==> config.mk <==
export PLATFORM = sky130hd
export DESIGN_NAME = mdio_phy_responder
export DESIGN_NICKNAME = d
export VERILOG_FILES = /design/src/rtl/mdio_phy_responder.sv
export SDC_FILE = /design/constraint.sdc
export NUM_CORES = 1
export LEC_CHECK = 0
export BUFFER_PORTS_ARGS = -buffer_cell sky130_fd_sc_hd__buf_2
export CAP_MARGIN = 0
export CORE_MARGIN = 4
export CORE_UTILIZATION = 35
export CTS_CLUSTER_SIZE = 12
export DETAILED_ROUTE_END_ITERATION = 12
export HOLD_SLACK_MARGIN = 0.1
export SETUP_SLACK_MARGIN = 0.1
export SLEW_MARGIN = 20
export SYNTH_ARGS = -nofsm -noshare
export SYNTH_HDL_FRONTEND = slang
export SYNTH_SLANG_ARGS = --single-unit
export TNS_END_PERCENT = 1
==> constraint.sdc <==
create_clock -name clk -period 3.25 [get_ports clk]
set_clock_uncertainty 0.15 [all_clocks]
set_input_delay 0.325 -clock clk [delete_from_list [all_inputs] [get_ports clk]]
set_output_delay 0.325 -clock clk [all_outputs]
set_load 0.05 [all_outputs]
==> src/rtl/mdio_phy_responder.sv <==
// rtl/mdio_phy_responder.sv - MDIO (clause 22) PHY-side frame responder
//
// Decodes MDIO management frames on the clk domain and answers reads or
// accepts writes addressed to PHY_ADDR.
// Optional macro: MDIO_PHY_RESPONDER_BROADCAST_EN (writes to PHYAD 0 accepted,
// reads to PHYAD 0 ignored).
//
// Ports:
//   clk        system clock, all logic on rising edge
//   reset      asynchronous active-high reset
//   mdc        management clock from the MAC (asynchronous)
//   mdio_in    sampled MDIO pad value
//   mdio_out   value to drive on MDIO
//   mdio_oen   active-low pad drive enable (1 = tristate)
//   reg_addr   captured REGAD, held until the next frame's REGAD
//   reg_wdata  captured write data
//   reg_wr     one-clk write strobe
//   reg_rd     one-clk read request strobe
//   reg_rdata  read data, valid the clk after reg_rd
//   frame_err  one-clk pulse on a malformed write TA addressed to this PHY

module mdio_phy_responder #(
   parameter logic [4:0] PHY_ADDR     = 5'd1,
   parameter int         MIN_PREAMBLE = 32
) (
   input  logic        clk,
   input  logic        reset,
   input  logic        mdc,
   input  logic        mdio_in,
   output logic        mdio_out,
   output logic        mdio_oen,
   output logic [4:0]  reg_addr,
   output logic [15:0] reg_wdata,
   output logic        reg_wr,
   output logic        reg_rd,
   input  logic [15:0] reg_rdata,
   output logic        frame_err
);

   localparam int              PW      = $clog2(MIN_PREAMBLE + 1);
   localparam logic [PW-1:0]   PRE_MAX = PW'(MIN_PREAMBLE);

   typedef enum logic [2:0] {
      S_IDLE, S_ST, S_OP, S_PHYAD, S_REGAD, S_TA, S_RDATA, S_WDATA
   } state_t;

   state_t        state, state_nxt;
   logic          mdc_s1, mdc_s2, mdc_s3;
   logic          mdio_s1, mdio_s2;
   logic          mdc_edge;
   logic          bit_in;
   logic [PW-1:0] pre_cnt;
   logic [4:0]    cnt;
   logic [14:0]   sh;
   logic [15:0]   rd_sh;
   logic          is_read;
   logic          rd_load;
   logic [4:0]    field5;
   logic          addr_ok;

   assign mdc_edge = mdc_s2 & ~mdc_s3;
   assign bit_in   = mdio_s2;
   // Five most recent samples including the one taken on this edge event.
   assign field5   = {sh[3:0], bit_in};

`ifdef MDIO_PHY_RESPONDER_BROADCAST_EN
   assign addr_ok = (field5 == PHY_ADDR) || ((field5 == 5'd0) && !is_read);
`else
   assign addr_ok = (field5 == PHY_ADDR);
`endif

   always_ff @(posedge clk or posedge reset) begin
      if (reset) begin
         mdc_s1  <= 1'b0;
         mdc_s2  <= 1'b0;
         mdc_s3  <= 1'b0;
         mdio_s1 <= 1'b1;
         mdio_s2 <= 1'b1;
      end else begin
         mdc_s1  <= mdc;
         mdc_s2  <= mdc_s1;
         mdc_s3  <= mdc_s2;
         mdio_s1 <= mdio_in;
         mdio_s2 <= mdio_s1;
      end
   end

   always_ff @(posedge clk or posedge reset) begin
      if (reset) state <= S_IDLE;
      else       state <= state_nxt;
   end

   always_comb begin
      state_nxt = state;
      if (mdc_edge) begin
         case (state)
            S_IDLE:  if (!bit_in && pre_cnt >= PRE_MAX) state_nxt = S_ST;
            S_ST:    state_nxt = bit_in ? S_OP : S_IDLE;
            S_OP:    if (cnt == 5'd1)
                        state_nxt = (sh[0] != bit_in) ? S_PHYAD : S_IDLE;
            S_PHYAD: if (cnt == 5'd4) state_nxt = addr_ok ? S_REGAD : S_IDLE;
            S_REGAD: if (cnt == 5'd4) state_nxt = S_TA;
            S_TA:    if (is_read) state_nxt = S_RDATA;
                     else if (cnt == 5'd1)
                        state_nxt = ({sh[0], bit_in} == 2'b10) ? S_WDATA : S_IDLE;
            S_RDATA: if (cnt == 5'd16) state_nxt = S_IDLE;
            S_WDATA: if (cnt == 5'd15) state_nxt = S_IDLE;
            default: state_nxt = S_IDLE;
         endcase
      end
   end

   always_ff @(posedge clk or posedge reset) begin
      if (reset) begin
         pre_cnt   <= '0;
         cnt       <= '0;
         sh        <= '0;
         rd_sh     <= '0;
         is_read   <= 1'b0;
         rd_load   <= 1'b0;
         mdio_out  <= 1'b0;
         mdio_oen  <= 1'b1;
         reg_addr  <= '0;
         reg_wdata <= '0;
         reg_wr    <= 1'b0;
         reg_rd    <= 1'b0;
         frame_err <= 1'b0;
      end else begin
         reg_wr    <= 1'b0;
         reg_rd    <= 1'b0;
         frame_err <= 1'b0;
         rd_load   <= 1'b0;
         // Read data arrives the clk after reg_rd; no edge event can occur
         // that close to the REGAD edge given the clk/mdc ratio.
         if (rd_load) rd_sh <= reg_rdata;
         if (mdc_edge) begin
            sh  <= {sh[13:0], bit_in};
            cnt <= (state_nxt != state) ? 5'd0 : cnt + 5'd1;
            case (state)
               S_IDLE: begin
                  // A 0 always clears: either a broken preamble or frame entry.
                  if (!bit_in)               pre_cnt <= '0;
                  else if (pre_cnt < PRE_MAX) pre_cnt <= pre_cnt + 1'b1;
               end
               S_OP: if (cnt == 5'd1) is_read <= ({sh[0], bit_in} == 2'b10);
               S_REGAD: if (cnt == 5'd4) begin
                  reg_addr <= field5;
                  if (is_read) begin
                     reg_rd  <= 1'b1;
                     rd_load <= 1'b1;
                  end
               end
               S_TA: begin
                  if (is_read) begin
                     mdio_oen <= 1'b0;
                     mdio_out <= 1'b0;
                  end else if (cnt == 5'd1 && {sh[0], bit_in} != 2'b10) begin
                     frame_err <= 1'b1;
                  end
               end
               S_RDATA: begin
                  if (cnt < 5'd16) begin
                     mdio_out <= rd_sh[15];
                     rd_sh    <= {rd_sh[14:0], 1'b0};
                  end else begin
                     mdio_oen <= 1'b1;
                     mdio_out <= 1'b0;
                  end
               end
               S_WDATA: if (cnt == 5'd15) begin
                  reg_wdata <= {sh, bit_in};
                  reg_wr    <= 1'b1;
               end
               default: ;
            endcase
         end
      end
   end

endmodule

# Word-level counts from Yosys, hierarchy flattened

Index checks and enable logic that the tools add are counted.

Bits in registers: 77
Bits of input ports: 20
Output and inout port bits: 26
Word-level logic and storage cells: 92

Add/subtract/negate cells: 2
$lt $le $gt $ge: 3
Eq/ne operators: 19
Multiplexer cells: 37
Bitwise gates (word level): 2
Reductions and logical operators: 11

Operator list:

| kind                                                             | count |
|---|---|
| 16-bit two-way mux                                               | 4 |
| 3-bit two-way mux                                                | 11 |
| 3-bit case mux with 8 select lines                               | 1 |
| 3-bit AND reduction                                              | 5 |
| 1-bit two-way mux                                                | 14 |
| 3-bit == test (second input constant)                            | 4 |
| 6-bit two-way mux                                                | 2 |
| 5-bit by 1-bit == test with 1-bit output (second input constant) | 2 |
| 6-bit by 1-bit adder with 6-bit output (second input constant)   | 1 |
| 3-bit by 2-bit == test with 1-bit output (second input constant) | 2 |
| 6-bit greater-or-equal comparator (second input constant)        | 1 |
| 6-bit < comparator (second input constant)                       | 1 |
| 2-bit inequality test (second input constant)                    | 3 |
| 5-bit by 1-bit adder with 5-bit output (second input constant)   | 1 |
| 5-bit by 3-bit == test with 1-bit output (second input constant) | 1 |
| 5-bit by 4-bit == test with 1-bit output (second input constant) | 1 |
| 5-bit == test (second input constant)                            | 1 |
| 5-bit < comparator (second input constant)                       | 1 |
| 5-bit two-way mux                                                | 1 |
| 2-bit two-way mux                                                | 2 |
| 1-bit case mux with 2 select lines                               | 2 |
| 4-bit AND reduction                                              | 1 |
| 3-bit by 1-bit == test with 1-bit output (second input constant) | 1 |
| 3-bit zero test                                                  | 1 |
| other kinds (9)                                                  | 10 |

# Longest topological paths before layout

Gate-level depths: netlist of the first run.

Depth in word-level cells: 8
Mapped depth: 9
Depth with buffers taken out: 9

# Worst setup path after synthesis of the first run

No wires, ideal clock.

Kind: flip-flop to flip-flop
From: register cnt[0]
To: register reg_wdata[0]
Library setup time: 125 ps
Data arrival time: 2054 ps
Required time: 2975 ps
Path slack: 921 ps
Cell stages (with the launch flop): 8
Buffers on the path: 1
Period minus slack after synthesis: 2329 ps
Path through: dfrtp_1 > ha_1 > and3_2 > ha_1 > inv_1 > nor3_2 > buf_2 > mux2_2

Longest elaborated chain between the ends: 2

Ends and longest elaborated chain:

| item                                     | RTL line | text |
|---|---|---|
| start, declared                          | 53       | `logic [4:0] cnt;` |
| start signal, assigned                   | 138      | `cnt <= (state_nxt != state) ? 5'd0 : cnt + 5'd1;` |
| 5-bit by 4-bit == test with 1-bit output | 170      | `S_WDATA: if (cnt == 5'd15) begin` |
| 3-bit AND reduction (no source line)     | -        |  |
| end signal, assigned                     | 171      | `reg_wdata <= {sh, bit_in};` |
| end, declared                            | 33       | `output logic [15:0] reg_wdata,` |

No other way between the ends.
A chain may end at the register's enable or synchronous reset.

# Worst setup path in the final report of the first run

From: register cnt[0]
To: register cnt[0]

Longest elaborated chain between the ends: 7
Elaborated cells between the ends (all ways): 16
Those cells by class: 1 x add/sub; 5 x eq/ne; 10 x mux

Ends and longest elaborated chain:

| item                                     | RTL line | text |
|---|---|---|
| 5-bit by 1-bit == test with 1-bit output | 99, 104  |  |
| 3-bit two-way mux                        | 104      | `else if (cnt == 5'd1)` |
| 3-bit two-way mux                        | 103      | `S_TA: if (is_read) state_nxt = S_RDATA;` |
| 3-bit case mux with 8 select lines       | 96       | `case (state)` |
| 3-bit two-way mux                        | 95       | `if (mdc_edge) begin` |
| 3-bit inequality test                    | 138      |  |
| 5-bit two-way mux (*)                    | 138      |  |

Every way passes the cells marked *; elsewhere a longest branch is shown, timed or not.

==> summary.txt, run 1 <==
Run status
  – Status: finished clean

Worst setup path
  – Crit path launch type: register
  – FF-to-FF setup slack: 0.53 ns
  – Max stage delay on crit path: 0.64 ns
  – Worst endpoint required time: 3.29 ns
  – Levels on crit path: 9
  – Worst EP arrival: 2.77 ns
  – Worst reg2reg path startpoint: cnt[0]
  – Crit path max-delay family: compound AO/OA/AOI/OAI gates
  – RR Endpoint: cnt[0]
  – CP max-delay cell: a221oi_1
  – Critical Path Fanout Max: 6
  – Endpoint type of the worst setup path: register
  – Crit Path Class: reg2reg
  – R2R cell count: 9
  – Crit path capture: cnt[0]
  – Crit path launch: cnt[0]
  – Buf/Inv on CP: 0
  – Crit-path cells: ha_1, and3_2, ha_1, nand2_1, o211a_1, o21ai_0, nand2_1, a221oi_1, o32ai_1

Floorplan
  – # IOs: 46
  – Effective utilization at floorplan: 36.46%
  – Die Height: 109.6 um
  – Placeable Area: 0.009910 mm^2
  – Die X: 109.6 um
  – Die area: 0.01201 mm^2
  – Row cnt: 36

Finish
  – Design Area, Final: 0.004209 mm^2
  – Fillers: 976
  – Synth-to-Final Area Change: 16.48%
  – Diodes inserted: 0
  – Layout Nets: 418
  – Proportion of layout cells with a drive suffix above 1: 25.19%

Route
  – Via-to-Cell Ratio: 5.103
  – First-pass DRT Iterations: 4
  – DRC viols: 0
  – Number of DRC markers in iteration 0: 208
  – Wire length per cell: 13.75 um
  – Vias: 2684
  – Post-DRT Antenna Nets: 0
  – Final WL: 7231 um

Global route
  – Vias in the first global route: 2543
  – Largest net degree at the start of global routing: 47
  – Total Routing Usage GR: 13.17%
  – First-pass GRT wire length: 12430 um
  – Total grt overflow: 0
  – Initial antenna violation count: 0

Clock network
  – Clk sinks: 77
  – Clock Path Buffers: 2
  – Clock root buffer: clkbuf_8
  – CTS H-Tree Depth: 3
  – CTS resizes: 0
  – CTS Buf Count: 9
  – CTS tree: done
  – Skew-Pair Late Insertion Delay: 0.34 ns
  – Reg clk slew, reported paths: 0.08 ns

Logic synthesis
  – Syn nets: 374
  – Mapped cell area: 0.003613 mm^2
  – Post-synth EDFFs: 0
  – #FFs+latches synth: 77
  – Syn Inst Count: 346
  – Synth Area in Adders: 2.770%
  – Multiplexer share of the synthesized area: 10.98%
  – Simple-gate area share of the yosys netlist: 15.89%
  – Syn avg cell area: 10.44 um^2
  – Synth async-reset ratio: 100.0%
  – Distinct cells, synth: 53
  – Most used DFF post-synth: dfrtp_1
  – Compound-Gate Fraction of Synth Area: 13.09%
  – Largest family of logic cells by synthesized area: simple AND/OR/NAND/NOR gates
  – Share of the yosys chip area belonging to registers: 53.43%
  – Ys Warns: 0
  – Synth Area in XOR/XNOR: 0%

Place
  – Post-DP HPWL: 4950 um
  – Final Wtd Congestion: 0.8582
  – Dpl cell area: 0.003968 mm^2
  – IO buf count: 45

Timing
  – Worst slew margin: 35.77%
  – Tcrit/Tclk final: 83.72%
  – Unrepaired setup endpoints after global routing: no
  – Slew Limit Fails: 0
  – Post-Route Setup TNS: 0 ns
  – Final setup viols: 0
  – Slew @ Worst Pin: 0.9635 ns
  – Period minus WS final: 2.721 ns
  – Hold Vio Cnt, Final: 0
  – Hold_ws: 0.1340 ns
  – FMAX: 367.5 MHz

Flow run
  – Max_cap viols: 0

Min path
  – Worst hold path class: in2reg

Power
  – Sw Pwr: 0.5109 mW
  – Switching Share: 24.72%
  – Worst vdd ir: 0.2426 mV
  – Clk pwr share: 37.5%
  – Combinational share of power: 9.6%
  – Power density over cell area: 491.1 mW/mm^2
  – Seq pwr share: 53.0%
  – LEAKAGE: 1.951 nW
  – Int Pwr: 1.556 mW
metal layers:
| metal | up-vias | GRT usage [%] | part of all wire (%) |
|---|---|---|---|
| li1 | 1305 | - | - |
| met1 | 1309 | 18.44 | 46 |
| met2 | 64 | 19.22 | 46 |
| met3 | 6 | 4.110 | 6.0 |
| met4 | 0 | 4.541 | 1.3 |
| met5 | - | 0 | 0 |
worst min path at each step:
stage	startpoint	end	slack, ns	depth (start not counted)
6_report	reg_rdata[8]	rd_sh[8]	0.13	3
5_1_grt	reg_rdata[4]	rd_sh[4]	0.13	3
4_1_cts	reg_rdata[6]	rd_sh[6]	0.12	3
3_5_place_dp	mdc_s1	mdc_s2	0.19	0
3_3_place_gp	mdc_s1	mdc_s2	0.19	0
2_1_floorplan	mdio_in	mdio_s1	0.18	0
layout make-up:
class	count	area [um^2]	share of cell area (%)
Multi-Input combinational cell	235	1546	36.74
Timing Repair Buffer	52	297.8	7.075
Tap cell	133	166.4	3.954
Clock inverter	4	73.82	1.754
Sequential cell	77	1931	45.87
Clock buffer	10	137.6	3.270
Inverter	15	56.30	1.338
stage by stage:
| stage | utilization [%] | instances | worst slack [ns] | power [mW] |
|---|---|---|---|---|
| 2_1_floorplan | - | 346 | 0.8133 | 1.244 |
| 3_3_place_gp | 40.04 | 509 | 0.6841 | 1.300 |
| 3_5_place_dp | 40.04 | 509 | 0.5709 | 1.311 |
| 4_1_cts | 42.47 | 526 | 0.5482 | 2.100 |
| 5_1_grt | 42.47 | 526 | 0.2960 | 2.183 |
| 6_report | 42.47 | 526 | 0.5291 | 2.067 |
worst reg2reg max path: stages, from the launching register on:
cell and delay [ns]:
dfrtp_1 0.43, ha_1 0.21, and3_2 0.19, ha_1 0.23
nand2_1 0.09, o211a_1 0.19, o21ai_0 0.18, nand2_1 0.07
a221oi_1 0.64, o32ai_1 0.19
cells by family (layout without fill, tap and decap cells):
family | count (synthesis) | count (layout)
DFF | 77 | 77
AOI/OAI and AO/OA | 71 | 71
adders and majority gates | 8 | 8
muxes | 37 | 37
and+or+nand+nor | 119 | 119
buffers and inverters | 34 | 81
power groups by stage:
stage                     Sequential, mW  Clock, mW  Combinational (mW)
after detailed placement            1.11          0               0.199
after global routing                1.11      0.845               0.231
after CTS                           1.09      0.804               0.201
after global placement              1.11          0               0.191
final                               1.09      0.775               0.198
after floorplan                     1.09          0               0.156
synth_stat cells, types with 3 or more instances:
cell type  instances  area (um^2)
a21oi_1           22        110.1
o22ai_1            3        18.77
nor2b_1            3        18.77
or3_1              3        18.77
nand4_1            3        18.77
nor4b_1            3        26.28
ha_1               8        100.1
a211oi_1           3        22.52
nand2_1           59        221.5
clkbuf_1          14        52.55
dfstp_2            3        78.83
a21o_1             3        22.52
dfrtp_1           74         1852
inv_1             15        56.30
nor2_1            25        93.84
mux2_2            21        236.5
nand3_1            5        25.02
o21ai_0           19        95.09
buf_2              3        15.01
nor3_1             3        15.01
mux2i_1           16        160.2
repair_timing:
| action | CTS | global route |
|---|---|---|
| endpoints found under the hold margin | 33 | 0 |
| hold buffers | 3 | 0 |
| setup buffers | 0 | 0 |
state kept, by name (all words and copies together), names as in the netlist, 3 cells and up:
| name | flops |
|---|---|
| reg_addr | 5 |
| rd_sh | 16 |
| pre_cnt | 6 |
| sh | 15 |
| reg_wdata | 16 |
| cnt | 5 |
| state | 3 |
cells in the final DEF (no fill, tap or decap), types with 5 or more instances in the layout:
master     n
a21oi_1   22
buf_2     45
clkbuf_8  10
dfrtp_1   74
ha_1       8
inv_1     14
mux2_2    21
mux2i_1   16
nand2_1   59
nand3_1    5
nor2_1    25
o21ai_0   19
Note: power is estimated with default switching activity, not from simulation.
==> inputs of run 2 (changes only) <==
==> constraint.sdc (replaced) <==
create_clock -name clk -period 2.4 [get_ports clk]
set_clock_uncertainty 0.15 [all_clocks]
set_input_delay 0.24 -clock clk [delete_from_list [all_inputs] [get_ports clk]]
set_output_delay 0.24 -clock clk [all_outputs]
set_load 0.05 [all_outputs]
==> run 2 against run 1 <==
Effect of this change:
- critical path depth is 1 lower
- utilization is 4.8 points higher
- clock power is 27% higher
- critical endpoint is now cnt[4]
- highest routed layer unchanged
==> summary.txt, run 2 (synthesis gave the netlist of run 1 again) <==
Run status
  – Status: finished clean

Floorplan
  – Effective utilization at floorplan: 36.46%
  – # IOs: 46
  – Die X: 109.6 um
  – Row cnt: 36
  – Placeable Area: 0.009910 mm^2
  – Die area: 0.01201 mm^2
  – Die Height: 109.6 um

Finish
  – Multi-input gate area in the final layout: 0.001688 mm^2
  – Fin cells: 566
  – Commonest cells after routing, fill and taps aside: 72 x dfrtp_1, 58 x nand2_1, 45 x buf_2
  – Synth-to-Final Area Change: 29.61%
  – Proportion of layout cells with a drive suffix above 1: 33.26%
  – Commonest non-fill, non-tap cell in the layout: dfrtp_1
  – Layout Nets: 456
  – Design Area, Final: 0.004683 mm^2
  – Biggest regs: rd_sh: 16 flops, reg_wdata: 16 flops, sh: 15 flops
  – Diodes inserted: 0
  – Fillers: 928
  – Register area: 0.001933 mm^2

Flow run
  – Max_cap viols: 0

Place
  – Pre-CTS setup slack: -0.05330 ns
  – Dpl cell area: 0.004089 mm^2
  – Final Wtd Congestion: 0.8088
  – Post-DP HPWL: 5141 um
  – Post-Place Cells: 523
  – IO buf count: 45

Power
  – Power, Total: 2.871 mW
  – Worst vdd ir: 0.3321 mV
  – Power density over cell area: 612.9 mW/mm^2
  – LEAKAGE: 2.158 nW

Worst setup path
  – RR Endpoint: cnt[4]
  – R2R cell count: 8
  – FF-to-FF setup slack: 0.03 ns
  – Endpoint type of the worst setup path: register
  – Worst endpoint required time: 2.48 ns
  – Worst EP arrival: 2.45 ns
  – Crit path launch type: register
  – Critical Path Fanout Max: 5
  – Crit Path Class: reg2reg
  – Worst reg2reg path startpoint: cnt[1]

Timing
  – Unrepaired setup endpoints after global routing: yes
  – Tcrit/Tclk final: 98.83%
  – Slew @ Worst Pin: 0.4649 ns
  – Final setup margin: 0.02814 ns
  – Hold_ws: 0.2102 ns
  – Slew Limit Fails: 0
  – Period minus WS final: 2.372 ns
  – Final setup viols: 0
  – Hold Vio Cnt, Final: 0
  – FMAX: 421.6 MHz
  – Worst slew margin: 69.01%

Route
  – Post-DRT Antenna Nets: 0
  – First-pass DRT Iterations: 4
  – Vias: 2849
  – Via-to-Cell Ratio: 5.034
  – Number of DRC markers in iteration 0: 194
  – Wire length per cell: 14.25 um
  – DRC viols: 0
  – Final WL: 8063 um

Min path
  – Worst Min Path Start: mdc_s1
  – WHS Endpoint: mdc_s2
  – Worst hold path class: reg2reg
  – Hold depth: 0

Global route
  – Grt met3 use: 3.230%
  – Gr busiest metal: met2
  – Initial antenna violation count: 0
  – Grt met2 use: 22.14%
  – First-pass GRT wire length: 13360 um
  – Vias in the first global route: 2838
  – Largest net degree at the start of global routing: 78
  – Total Routing Usage GR: 13.91%
  – Grt met1 use: 18.50%
  – Total grt overflow: 0

Clock network
  – Clock root buffer: clkbuf_8
  – Clk sinks: 77
  – Clock Path Buffers: 2
  – CTS tree: done
  – Skew-Pair Late Insertion Delay: 0.34 ns
  – Reg clk slew, reported paths: 0.08 ns
  – CTS H-Tree Depth: 3
  – CTS Buf Count: 9
-- run 2: through the flow --
step                      setup TNS [ns]  util [%]
after global placement                 0     41.26
after global routing             -0.1030     47.26
after detailed placement        -0.09756     41.26
after floorplan                        0         -
after CTS                              0     46.59
final                                  0     47.26
-- run 2: timing repair --
action,CTS,global route
hold endpoints to repair,92,0
pin swaps,10,7
endpoints found under the setup margin,5,12
resized for setup,20,10
hold buffers,19,0
buffers inserted,6,2
-- run 2: power by group --
| part | leakage, nW | switching (mW) | total (mW) | internal (mW) |
|---|---|---|---|---|
| clock | 0.0959 | 0.473 | 0.984 | 0.511 |
| sequential | 0.956 | 0.102 | 1.49 | 1.39 |
| combinational | 1.11 | 0.193 | 0.396 | 0.203 |
-- run 2: critical path, cell delays in order (launching register included) --
cell and delay [ns]:
dfrtp_2 0.46, inv_2 0.10, ha_4 0.13, or4b_4 0.49
nand2_4 0.08, o311ai_4 0.09, or3_4 0.39, a21oi_4 0.25
o32ai_2 0.12
-- run 2: per-layer routing --
layer	wire (um)	share of wire, %	vias to the layer above
li1	-	-	1375
met1	3657	45	1399
met2	3956	49	61
met3	313	3.9	14
met4	135	1.7	0
met5	0	0	-
-- run 2: worst max-delay path by stage --
stage,startpoint,endpoint,slack [ns]
6_report,cnt[1],cnt[4],0.03
5_1_grt,cnt[1],cnt[4],-0.05
4_1_cts,cnt[1],cnt[0],0.08
3_5_place_dp,cnt[0],cnt[0],-0.05
3_3_place_gp,cnt[0],cnt[4],0.03
2_1_floorplan,cnt[0],reg_wdata[0],0.07
-- run 2: final cells by class --
class / count / share of cell area, %
sequential: 77 / 41.28
clock buffer: 11 / 3.019
tap: 133 / 3.553
inverter: 15 / 1.282
timing repair buffer: 90 / 13.57
multi-input combinational: 235 / 36.04
clock inverter: 5 / 1.256
